<file path="config.mk">
export PLATFORM = sky130hd
export DESIGN_NAME = if_fetch_unit
export DESIGN_NICKNAME = d
export VERILOG_FILES = /design/src/rtl/if_fetch_unit.sv
export SDC_FILE = /design/constraint.sdc
export NUM_CORES = 1
export LEC_CHECK = 0
export CAP_MARGIN = 25
export CORE_MARGIN = 2
export CORE_UTILIZATION = 45
export CTS_BUF_LIST = sky130_fd_sc_hd__clkbuf_8 sky130_fd_sc_hd__clkbuf_16
export DETAILED_ROUTE_END_ITERATION = 16
export PLACE_DENSITY = 0.76
export SLEW_MARGIN = 20
export SYNTH_ARGS = -nofsm -noshare
export SYNTH_HDL_FRONTEND = slang
export SYNTH_SLANG_ARGS = --single-unit
</file>
<file path="constraint.sdc">
create_clock -name clk -period 17.3 [get_ports clk]
set_input_delay 1.73 -clock clk [delete_from_list [all_inputs] [get_ports clk]]
set_output_delay 1.73 -clock clk [all_outputs]
set_load 0.01 [all_outputs]
</file>
<file path="src/rtl/if_fetch_unit.sv">
// Instruction-fetch stage: owns the PC, runs a single-outstanding req/ack
// handshake to instruction memory and drives the IF/ID register. A one-entry
// skid buffer absorbs a response that arrives while ID is stalled; a redirect
// flushes IF/ID and marks any in-flight request stale so its response is dropped.
module if_fetch_unit #(
  parameter int                ADDR_W   = 32,
  parameter int                INSTR_W  = 32,
  parameter logic [ADDR_W-1:0] RESET_PC = 32'h0010_0008,
  parameter int                PC_STEP  = 4
) (
  input  logic               clk,
  input  logic               rst,
  input  logic               stallf,
  input  logic               redirect,
  input  logic [ADDR_W-1:0]  redirect_pc,
  output logic               imem_req,
  output logic [ADDR_W-1:0]  imem_addr,
  input  logic               imem_ack,
  input  logic [INSTR_W-1:0] imem_rdata,
  output logic               id_valid,
  output logic [ADDR_W-1:0]  id_pc,
  output logic [INSTR_W-1:0] id_instr
);

  localparam logic [ADDR_W-1:0] STEP = ADDR_W'(PC_STEP);

  // IDLE: no request yet, BUSY: live request outstanding,
  // HOLD: response parked in skid, DROP: outstanding request is stale
  typedef enum logic [1:0] {S_IDLE, S_BUSY, S_HOLD, S_DROP} state_e;

  state_e             state_q;
  logic [ADDR_W-1:0]  pc_q;
  logic               req_q;
  logic [ADDR_W-1:0]  addr_q;
  logic               id_valid_q;
  logic [ADDR_W-1:0]  id_pc_q;
  logic [INSTR_W-1:0] id_instr_q;
  logic [ADDR_W-1:0]  skid_pc_q;
  logic [INSTR_W-1:0] skid_instr_q;

  logic               slot_free_d;
  logic               ack_d;
  logic [ADDR_W-1:0]  addr_inc_d;

  // Responses only count while a request is actually outstanding
  assign slot_free_d = !id_valid_q || !stallf;
  assign ack_d       = imem_ack && req_q;
  assign addr_inc_d  = addr_q + STEP;

  // Fetch FSM with registered memory-side and IF/ID outputs
  always_ff @(posedge clk or posedge rst) begin
    if (rst) begin
      state_q      <= S_IDLE;
      pc_q         <= RESET_PC;
      req_q        <= 1'b0;
      addr_q       <= RESET_PC;
      id_valid_q   <= 1'b0;
      id_pc_q      <= '0;
      id_instr_q   <= '0;
      skid_pc_q    <= '0;
      skid_instr_q <= '0;
    end else if (redirect) begin
      // Redirect beats everything, including a stall; skid is abandoned by leaving HOLD
      pc_q       <= redirect_pc;
      id_valid_q <= 1'b0;
      if (state_q == S_IDLE || state_q == S_HOLD || ack_d) begin
        // Nothing outstanding (or it just completed): issue the new target at once
        state_q <= S_BUSY;
        req_q   <= 1'b1;
        addr_q  <= redirect_pc;
      end else begin
        // Request still in flight: keep the handshake stable, discard its response later
        state_q <= S_DROP;
      end
    end else begin
      case (state_q)
        S_IDLE: begin
          state_q <= S_BUSY;
          req_q   <= 1'b1;
          addr_q  <= pc_q;
          if (slot_free_d) id_valid_q <= 1'b0;
        end
        S_BUSY: begin
          if (ack_d) begin
            pc_q <= addr_inc_d;
            if (slot_free_d) begin
              id_valid_q <= 1'b1;
              id_pc_q    <= addr_q;
              id_instr_q <= imem_rdata;
              addr_q     <= addr_inc_d;
            end else begin
              skid_pc_q    <= addr_q;
              skid_instr_q <= imem_rdata;
              req_q        <= 1'b0;
              state_q      <= S_HOLD;
            end
          end else if (slot_free_d) begin
            id_valid_q <= 1'b0;
          end
        end
        S_HOLD: begin
          if (slot_free_d) begin
            id_valid_q <= 1'b1;
            id_pc_q    <= skid_pc_q;
            id_instr_q <= skid_instr_q;
            req_q      <= 1'b1;
            addr_q     <= pc_q;
            state_q    <= S_BUSY;
          end
        end
        S_DROP: begin
          if (ack_d) begin
            addr_q  <= pc_q;
            state_q <= S_BUSY;
          end
          if (slot_free_d) id_valid_q <= 1'b0;
        end
        default: state_q <= S_IDLE;
      endcase
    end
  end

  assign imem_req  = req_q;
  assign imem_addr = addr_q;
  assign id_valid  = id_valid_q;
  assign id_pc     = id_pc_q;
  assign id_instr  = id_instr_q;

endmodule
</file>
# Yosys cells after proc, flatten, opt, wreduce, memory -nomap -nowiden
# Index checks and enable logic that the tools add are counted.
# classes
bitwise_logic	2
n_reduce_logical	18
add_sub_neg	1
eq_ne	12
mux	36
# ops
operator	n
2-to-1 mux 32 bit	15
case mux 32 bit (2 select lines)	2
case mux 32 bit (4 select lines)	1
adder 32 x 3 -> 32 bit, second input constant	1
inequality test 3 bit, second input constant	5
AND reduction 5 bit	3
2-to-1 mux 2 bit	6
2-to-1 mux 1 bit	9
case mux 2 bit (4 select lines)	1
AND reduction 4 bit	2
inequality test 2 bit, second input constant	3
case mux 1 bit (3 select lines)	2
nonzero test 2 bit	3
equality test 2 bit, second input constant	2
nonzero test 4 bit	1
logical OR 1 bit	3
equality test 2 x 1 -> 1 bit, second input constant	1
zero test 1 bit	2
zero test 2 bit	1
inequality test 2 x 1 -> 1 bit, second input constant	1
NOT 1 bit	2
AND reduction 2 bit	1
OR reduction 2 bit	1
logical AND 1 bit	1
# totals
word_cells	78
inputBits	69
output_inout_bits	98
regBits	196

# Logic depth before layout (Yosys ltp)
# Gate-level depths: netlist (run 1).
# depth
depth_word	6
ltp_mapped	9
depth_no_buf	7

# Least setup slack after synthesis (run 1)
# OpenSTA, ideal clock, no wires.
# synth_timing
path_kind	input port to flip-flop
start	input redirect
end	register skid_instr_q[0]
arrival_time_ns	3.027
stages	5
path_buffers	1
setup_ns	0.125
required_ns	17.175
path_slack_ns	14.148
cell_sequence	inv_1 nand2_1 nor2_1 buf_2 mux2_2
# synth_between
elab_chain_cells	2
# synth_lines
item	line	text
start: declaration	14	input logic redirect,
NOT 1 bit (no line)	-	
AND reduction 4 bit (no line)	-	
end signal: assignment	93	skid_instr_q <= imem_rdata;
end: declaration	39	logic [INSTR_W-1:0] skid_instr_q;
# No other way between the ends.
# A chain may end at the register's enable or synchronous reset.

# Worst setup path in the final report (run 1)
# layout_timing
start	input redirect
end	register skid_instr_q[8]
# The elaborated chain is that of the path after synthesis.

==> results of run 1 <==
[where the power goes]
part	internal (mW)	switching, mW
registers	0.613	0.140
clock network	0.222	0.189
logic	0.304	0.254
[layer usage]
layer / track usage, % / routed length [um]
met5: 0 / 0
met4: 9.00 / 622
met3: 3.52 / 1330
met2: 36.0 / 11800
met1: 28.5 / 10200
[sequential cells by signal, summed over array words and instances, names as in the netlist]
register,cells
id_instr,32
id_pc,32
id_valid,1
imem_addr,32
imem_req,1
pc_q,32
skid_instr_q,32
skid_pc_q,32
state_q,2
[logic make-up after synthesis]
group | synth area share (%)
AOI/OAI and AO/OA | 15.7
adders and majority gates | 0.660
DFF | 51.8
buffers and inverters | 3.60
xor gates and xnor gates | 2.03
and+or+nand+nor | 11.2
muxes | 15.0
[per-stage QoR]
step | power (mW) | setup slack (ns)
2_1_floorplan | 1.02 | 10.24
3_3_place_gp | 1.30 | 12.66
3_5_place_dp | 1.32 | 12.64
4_1_cts | 1.73 | 13.10
5_1_grt | 1.82 | 12.86
6_report | 1.72 | 13.08
[final cells by class]
| cell class | instances | area share [%] |
|---|---|---|
| clock buffers | 18 | 3.67 |
| clock inverters | 13 | 1.40 |
| repair buffers | 178 | 14.9 |
| well taps | 275 | 2.87 |
| flip-flops and latches | 196 | 41.0 |
| multi-input cells | 634 | 35.6 |
| inverters | 17 | 0.595 |
[Yosys cell counts, drive strengths merged (11+ instances only)]
| master | count |
|---|---|
| dfrtp | 192 |
| and3 | 11 |
| nand2 | 56 |
| o21ai | 64 |
| inv | 17 |
| a21oi | 97 |
| a22oi | 20 |
| buf | 23 |
| clkbuf | 42 |
| mux2 | 67 |
| nand3 | 23 |
| mux2i | 67 |
| nor2 | 107 |
| xnor2 | 13 |
[worst max-delay path, delay by kind of cell]
family | cells | cell delay [ns]
AND/OR/NAND/NOR | 2 | 0.24
buffers and inverters | 5 | 2.10
multiplexers | 1 | 0.42
[worst paths after layout]
kind	cells after the start	slack [ns]	end
max	8	13.08	skid_instr_q[8]
min	1	0.51	skid_pc_q[31]
max reg2reg	8	14.62	skid_instr_q[8]
min reg2reg	1	0.51	skid_pc_q[31]
max in group asynchronous	4	14.17	imem_addr[20]
min in group asynchronous	2	1.88	id_instr[30]
==> flow_summary.yaml, run 1 <==
outcome:
  status: "finished, final reports clean"
setup_path:
  crit_top_cell: "buf_4"
  crit_fanout: 68
  cp-start-kind: "input pin"
  worstSetupStartpoint: "redirect"
  crit_type: "in -> reg"
  worstSetupEndpointType: "flop"
  cp.arrival_ns: 4.55
  critPathSlowestCell: "buf_4"
  worstPathRequired_ns: 17.63
  cp_cell_sequence: "buf_2, buf_4, inv_1, nand2_1, buf_4, nor2_4, buf_4, mux2_2"
  cp_slowest_stage_delay_ns: 0.69
  r2r-start: "state_q[1]"
finish:
  multiInputGateArea_um2: 4260
  num-fill-cells: 1796
  final_common_cell: "dfrtp_1"
  fin_util_pct: 57.5
  drive_gt1_share_pct: 12.5
  finalInstanceArea_um2: 12000
  fin_cells: 1331
  area_growth_pct: 26.4
  final_cell_mix: "dfrtp_1, clkdlybuf4s50_1, nor2_1"
  nets: 1118
  insertedDiodeCount: 0
  final-seq-area_um2: 4910
clock_tree:
  clockBufferDepth: 2
  clock_latency_ns: 0.44
  cts_resized: 0
  htreeDepth: 4
  cts_made_buffers: 17
  cts_sinks: 196
  postCtsSetupBuffers: 0
  clk_pin_slew_ns: 0.08
  hold_buffers: 0
  cts_tree: "done"
  clockRootBuffer: "clkbuf_16"
synth:
  synthTopCellsByArea: "dfrtp_1, mux2_2, mux2i_1"
  synth_edf_count: 0
  yosys.area.top_type: "dfrtp_1"
  seq_area_frac_synth_pct: 51.8
  ys_types: 54
  synth_seq_cells: 196
  synth_nets: 986
  syn_avg_cell_area_um2: 10.4
  synth_ff_type: "dfrtp_1"
  syn_area_um2: 9480
  yosysTopAreaCellShare_pct: 50.7
  syn_inst: 912
  async_flop_share_pct: 100
  ys_warn_count: 0
sta:
  worst-slew-pin-transition_ns: 0.978
  clock.fmax_mhz: 237
  setup-violations-final: 0
  rsz0062_at_grt: "false"
  fin_crit_sh_pct: 24.4
  finalHoldViolCount: 0
  finalClockSkew_ns: 0.0107
  whs_ns: 0.507
  relSlewSlack_pct: 34.5
  min_period_ns: 4.22
  fin_tns_setup_ns: 0
  drv_slew: 0
grt:
  grt-ovfl-total: 0
  antenna_found_initial: 0
  grt_max_degree: 125
  grt_pass1_wl_um: 38300
  grt_pass1_vias: 7320
  grtUsageTotal_pct: 21.7
detailed_routing:
  postRouteAntennaNets: 0
  viasPerCell: 5.66
  avgRoutedWirePerCell_um: 18.0
  dr.pass1.iters: 5
  drt-initial-drc-count: 557
  wl_um: 23900
  vias: 7535
  route.detailed.drc: 0
power:
  vdd_drop_max_v: 0.0000829
  power_density_nw_per_um2: 144
  p_leak_nw: 4.91
floorplan:
  dieWidth_um: 149
  die_h_um: 149
  ioPinCount: 167
  std_cell_rows: 53
  start_util_pct: 45.5
  die_area_um2: 22200
  coreArea_um2: 20800
placement:
  hpwl_um: 15600
  port_buffers: 166
  place_congestion: 0.817
  dpl.cell_count: 1298
  dpl_cell_area_um2: 11300
hold_path:
  hold_class: "reg -> reg"
  min_from: "skid_pc_q[31]"
flow_run:
  max_cap_violations: 0
Note: power is estimated with default switching activity, not from simulation.
==> inputs of run 2 (changes only) <==
- clock period: 17.3 -> 4.4 ns (I/O delays scaled with it)
==> run 2 against run 1 <==
  * First-iteration DRC count increased by 8.4%
  * Cell area about the same
  * Worst setup slack got worse by 11 ns
  * Critical path depth decreased by 2
  * Clock power increased to 3.7 times the previous value
  * Highest routed layer unchanged
==> flow_summary.yaml, run 2 (synthesized netlist as in run 1, its figures left out) <==
placement:
  port_buffers: 166
  place_congestion: 0.806
  dpl_cell_area_um2: 11400
  hpwl_um: 15900
finish:
  nets: 1123
  insertedDiodeCount: 0
  final_common_cell: "dfrtp_1"
  num-fill-cells: 1827
  drive_gt1_share_pct: 12.7
  area_growth_pct: 26.5
  final_cell_mix: "dfrtp_1, clkdlybuf4s50_1, nor2_1"
  finalInstanceArea_um2: 12000
floorplan:
  coreArea_um2: 20800
  ioPinCount: 167
  dieWidth_um: 149
  die_h_um: 149
  die_area_um2: 22200
  std_cell_rows: 53
  start_util_pct: 45.5
detailed_routing:
  postRouteAntennaNets: 0
  avgRoutedWirePerCell_um: 17.9
  viasPerCell: 5.57
  drt-initial-drc-count: 604
  vias: 7442
  route.detailed.drc: 0
  wl_um: 23900
  dr.pass1.iters: 5
sta:
  relSlewSlack_pct: 45.3
  clock.fmax_mhz: 365
  fin_tns_setup_ns: 0
  drv_slew: 0
  setup-violations-final: 0
  finalHoldViolCount: 0
  finalClockSkew_ns: 0.00917
  fin_crit_sh_pct: 62.2
  worst-slew-pin-transition_ns: 0.814
  rsz0062_at_grt: "false"
  min_period_ns: 2.74
clock_tree:
  postCtsSetupBuffers: 0
  clockBufferDepth: 2
  cts_resized: 0
  clock_latency_ns: 0.43
  hold_buffers: 0
  clk_pin_slew_ns: 0.07
  htreeDepth: 4
  clockRootBuffer: "clkbuf_16"
  cts_made_buffers: 17
  cts_tree: "done"
  cts_sinks: 196
setup_path:
  critPathSlowestCell: "ha_1"
  cp_cell_sequence: "inv_1, ha_1, nand2_1, nor2_4, buf_12, mux2_2"
  worstSetupEndpointType: "flop"
  crit_type: "reg -> reg"
  cp.arrival_ns: 3.05
  cp_slowest_stage_delay_ns: 0.55
  worstSetupStartpoint: "state_q[1]"
  cp_num_buf_inv: 2
  cp_top_family: "simple AND/OR/NAND/NOR gates"
  worstPathRequired_ns: 4.72
  crit_fanout: 64
  cp-start-kind: "flop"
  rrSetupSlack_ns: 1.66
  r2r-start: "state_q[1]"
grt:
  gr-usage-met1_pct: 30.0
  grtUsageTotal_pct: 22.2
  grtUsageMet3_pct: 4.56
  met2_usage_pct: 36.3
  antenna_found_initial: 0
  grt_pass1_vias: 7461
  grt.busiest_layer: "met2"
  grt_max_degree: 78
  grt-ovfl-total: 0
  grt_pass1_wl_um: 39100
power:
  p_leak_nw: 4.91
  vdd_drop_max_v: 0.000315
  power_mw: 6.67
  power_density_nw_per_um2: 556
flow_run:
  max_cap_violations: 0
outcome:
  status: "finished, final reports clean"
hold_path:
  hold_class: "in -> reg"
  min_from: "redirect"
==> run 2: worst min-delay path, stage by stage <==
cell,delay (ns)
buf_2,0.22
nand2_1,0.09
o21ai_0,0.06
==> run 2: cell type report <==
cell class	count	area, um2	share of cell area (%)
timing repair buffer	183	1850	15.4
sequential	196	4910	41.0
clock inverter	14	126	1.05
clock buffer	18	439	3.66
inverter	17	67.6	0.564
tap	275	344	2.87
multi-input combinational	634	4260	35.5
==> run 2: through the flow <==
stage | setup WS (ns) | instances | util (%) | hold WS (ns)
after detailed placement | 1.63 | 1305 | 54.9 | 0.487
final | 1.66 | 1337 | 57.6 | 0.432
after floorplan | 1.43 | 912 | - | 0.471
after global placement | 1.72 | 1303 | 54.7 | 0.487
after global routing | 1.49 | 1337 | 57.6 | 0.476
after CTS | 1.63 | 1337 | 57.6 | 0.418
==> run 2: layer usage <==
layer  part of all wire (%)  vias up
met5                      0        -
met4                    1.7        0
met3                    5.3       32
met2                     49      215
met1                     44     3668
li1                       -     3527
==> run 2: path summary, 6_finish.rpt <==
| check | depth (start not counted) | to |
|---|---|---|
| max | 6 | skid_instr_q[6] |
| min | 3 | pc_q[9] |
| max reg2reg | 6 | skid_instr_q[6] |
| min reg2reg | 1 | skid_pc_q[31] |
| max in group asynchronous | 3 | pc_q[3] |
| min in group asynchronous | 2 | id_instr[30] |
==> run 2: where the power goes <==
group          internal, mW  switching [mW]  total (mW)  leakage [nW]
Sequential             2.41           0.536        2.95          2.38
Clock                 0.802           0.713        1.52         0.270
Combinational          1.20            1.00        2.21          2.26
==> RTL edit, RTL diff (flow settings as in run 1) <==
Change the parameter `RESET_PC` from 32'h0010_0008 to 32'h00100000.
--- a/src/rtl/if_fetch_unit.sv
+++ b/src/rtl/if_fetch_unit.sv
@@ -7,3 +7,3 @@
   parameter int                INSTR_W  = 32,
-  parameter logic [ADDR_W-1:0] RESET_PC = 32'h0010_0008,
+  parameter logic [ADDR_W-1:0] RESET_PC = 32'h00100000,
   parameter int                PC_STEP  = 4
Function: changed (a bounded check fails within 4 cycles, from zero or initial values and one cycle with rst high).
==> RTL edit against run 1 <==
Setup slack got worse by 0.24 ns. Synthesized area barely moved. Clock skew barely moved. Total power decreased by 0.74%. Routed wire length decreased by 0.51%. Hold slack about the same. Final area down 0.12%. Sequential cell count did not move. Critical path type unchanged. Largest cell class unchanged.
==> RTL edit: results (changes against run 1) <==
Outcome
  • Status: finished clean

CTS
  • Root Driver: clkbuf_16
  • Clk_lat worst skew: 0.43 ns
  • Clock transition at the registers of the reported paths: around 0.070 ns
  • Setup repair bufs after CTS: 0 (unchanged)
  • CTS H-tree depth: 4 (unchanged)
  • Post-cts sizing count: 0 (unchanged)
  • CTS buffer count: 17 (unchanged)
  • Max clock buf depth: 2 (unchanged)
  • Hold Buf Count CTS: 0 (unchanged)

Synthesis
  • Sequential area share after synthesis: 51.8% (about the same)
  • Post-synth ARST share: 100% (unchanged)
  • Yosys warns: 0 (unchanged)
  • Largest cells by area after synthesis: dfrtp_1 (51%), mux2_2 (8.0%), mux2i_1 (7.1%)
  • Synthesized instance count: 912 (unchanged)
  • Commonest cells in the netlist: dfrtp_1 (194), nor2_1 (107), a21oi_1 (97)
  • Syn nets: 986 (unchanged)
  • Post-synth cell types: 54 (unchanged)

Min path
  • Hold Crit Class: reg -> reg

Global routing
  • First-pass GRT wire length: 38100 um (-0.54%)
  • Pin count of the biggest net entering global routing: 138 (+10%)
  • Total GRT Usage: 21.6% (-0.13 points)
  • Number of global-route vias before repair: 7411 (+1.2%)
  • Initial antenna violation count: 1 (+1)

Placed design
  • DP Wirelength: 15600 um (+0.19%)
  • Gpl congestion: 0.820 (+0.39%)
  • Number of port buffers: 166 (unchanged)
  • Placed cell area: 11300 um^2 (about the same)

Routing
  • Vias post-DR: 7512 (-0.31%)
  • Initial DRC Count: 510 (-8.4%)
  • Routed len/inst: 17.9 um (-0.66%)
  • Pre-Repair DR Iteration Count: 6 (+1)

Critical path
  • CP Data Arrival Time: 4.77 ns (+0.22 ns)
  • CP top delay family: buffers and inverters
  • Slowest cell delay on critical path: 0.71 ns (+0.02 ns)
  • Worst path slowest cell: o221ai_2
  • Crit-path max FO: 68 (unchanged)

Power
  • P_leak: 4.91 nW (about the same)
  • Maximum VDD drop: 82.0 uV (-1.1%)
  • Sw Share: 34.0% (+0.14 points)

Timing
  • Clock skew: 0.0104 ns (-0.000281 ns)
  • Final Critical Period: 4.46 ns (+0.237 ns)
  • Rel. slew slack: 30.0% (-4.5 points)

Final layout
  • Final nets: 1118 (unchanged)
  • Layout Cells excl Fill: 1333 (+0.15%)
  • Commonest non-fill, non-tap cell in the layout: dfrtp_1
  • Share of post-route cells with drive strength above 1: 12.2% (-0.30 points)

Die
  • Die width: 149 um (about the same)
==> RTL edit: logic make-up (layout without fill, tap and decap cells) <==
logic type	count (synthesis)	in the layout	synth area share, %
AO/OA/AOI/OAI	249	249	15.7
XOR/XNOR	22	22	2.03
buffers and inverters	82	227	3.61
adder cells (fa/ha/maj)	5	5	0.660
multiplexers	134	134	15.0
flip-flops	196	196	51.8
other	0	1	0
AND/OR/NAND/NOR	224	224	11.2
==> RTL edit: power groups by stage <==
stage / sequential, mW / combinational (mW) / clock [mW]
finish: 0.752 / 0.559 / 0.397
global route: 0.774 / 0.611 / 0.425
CTS: 0.752 / 0.563 / 0.404
detailed placement: 0.759 / 0.559 / 0
global placement: 0.753 / 0.544 / 0
floorplan: 0.751 / 0.268 / 0
==> RTL edit: stage by stage <==
| stage | hold slack (ns) | setup slack, ns | utilization, % | power [mW] |
|---|---|---|---|---|
| after floorplan | 0.474 | 10.23 | - | 1.02 |
| after global placement | 0.489 | 12.50 | 54.2 | 1.30 |
| after detailed placement | 0.496 | 12.46 | 54.4 | 1.32 |
| after CTS | 0.512 | 12.90 | 57.3 | 1.72 |
| after global routing | 0.522 | 12.66 | 57.5 | 1.81 |
| final | 0.507 | 12.84 | 57.5 | 1.71 |
==> RTL edit: area by class of cell <==
class	instances	area [um^2]
fillers	1812	8860
flip-flops and latches	196	4910
multi-input cells	634	4260
repair buffers	178	1790
clock buffers	19	453
well taps	275	344
clock inverters	13	138
inverters	17	71.3
diodes	1	2.50
==> RTL edit: worst register-to-register path, delay by kind of cell (launching register included) <==
kind	cells	cell delay (ns)
AOI/OAI and AO/OA	1	0.39
adders and majority gates	1	0.56
buffers and inverters	2	0.38
DFF	1	0.44
and+or+nand+nor	2	1.57
==> RTL edit: routing by layer <==
metal  wire length, um  track usage, %  share of wire, %  up-vias
met4               846            11.4               3.6        0
met3              1370            3.70               5.7       54
li1                  -               -                 -     3527
met1             10300            28.5                43     3662
met2             11300            34.2                47      269
met5                 0               0                 0        -
==> RTL edit: path summary, 6_finish.rpt <==
| check | start | to | slack, ns | cells past startpoint |
|---|---|---|---|---|
| max | redirect | imem_addr[31]$_DFFE_PP0P_ | 12.84 | 9 |
| min | skid_pc_q[10]$_DFFE_PP0P_ | skid_pc_q[10]$_DFFE_PP0P_ | 0.51 | 1 |
| max reg2reg | state_q[1]$_DFFE_PP0P_ | pc_q[12]$_DFFE_PP0P_ | 13.87 | 6 |
| min reg2reg | skid_pc_q[10]$_DFFE_PP0P_ | skid_pc_q[10]$_DFFE_PP0P_ | 0.51 | 1 |
| max in group asynchronous | rst | id_instr[10]$_DFFE_PP0P_ | 14.07 | 4 |
| min in group asynchronous | rst | skid_instr_q[30]$_DFFE_PP0P_ | 1.75 | 2 |
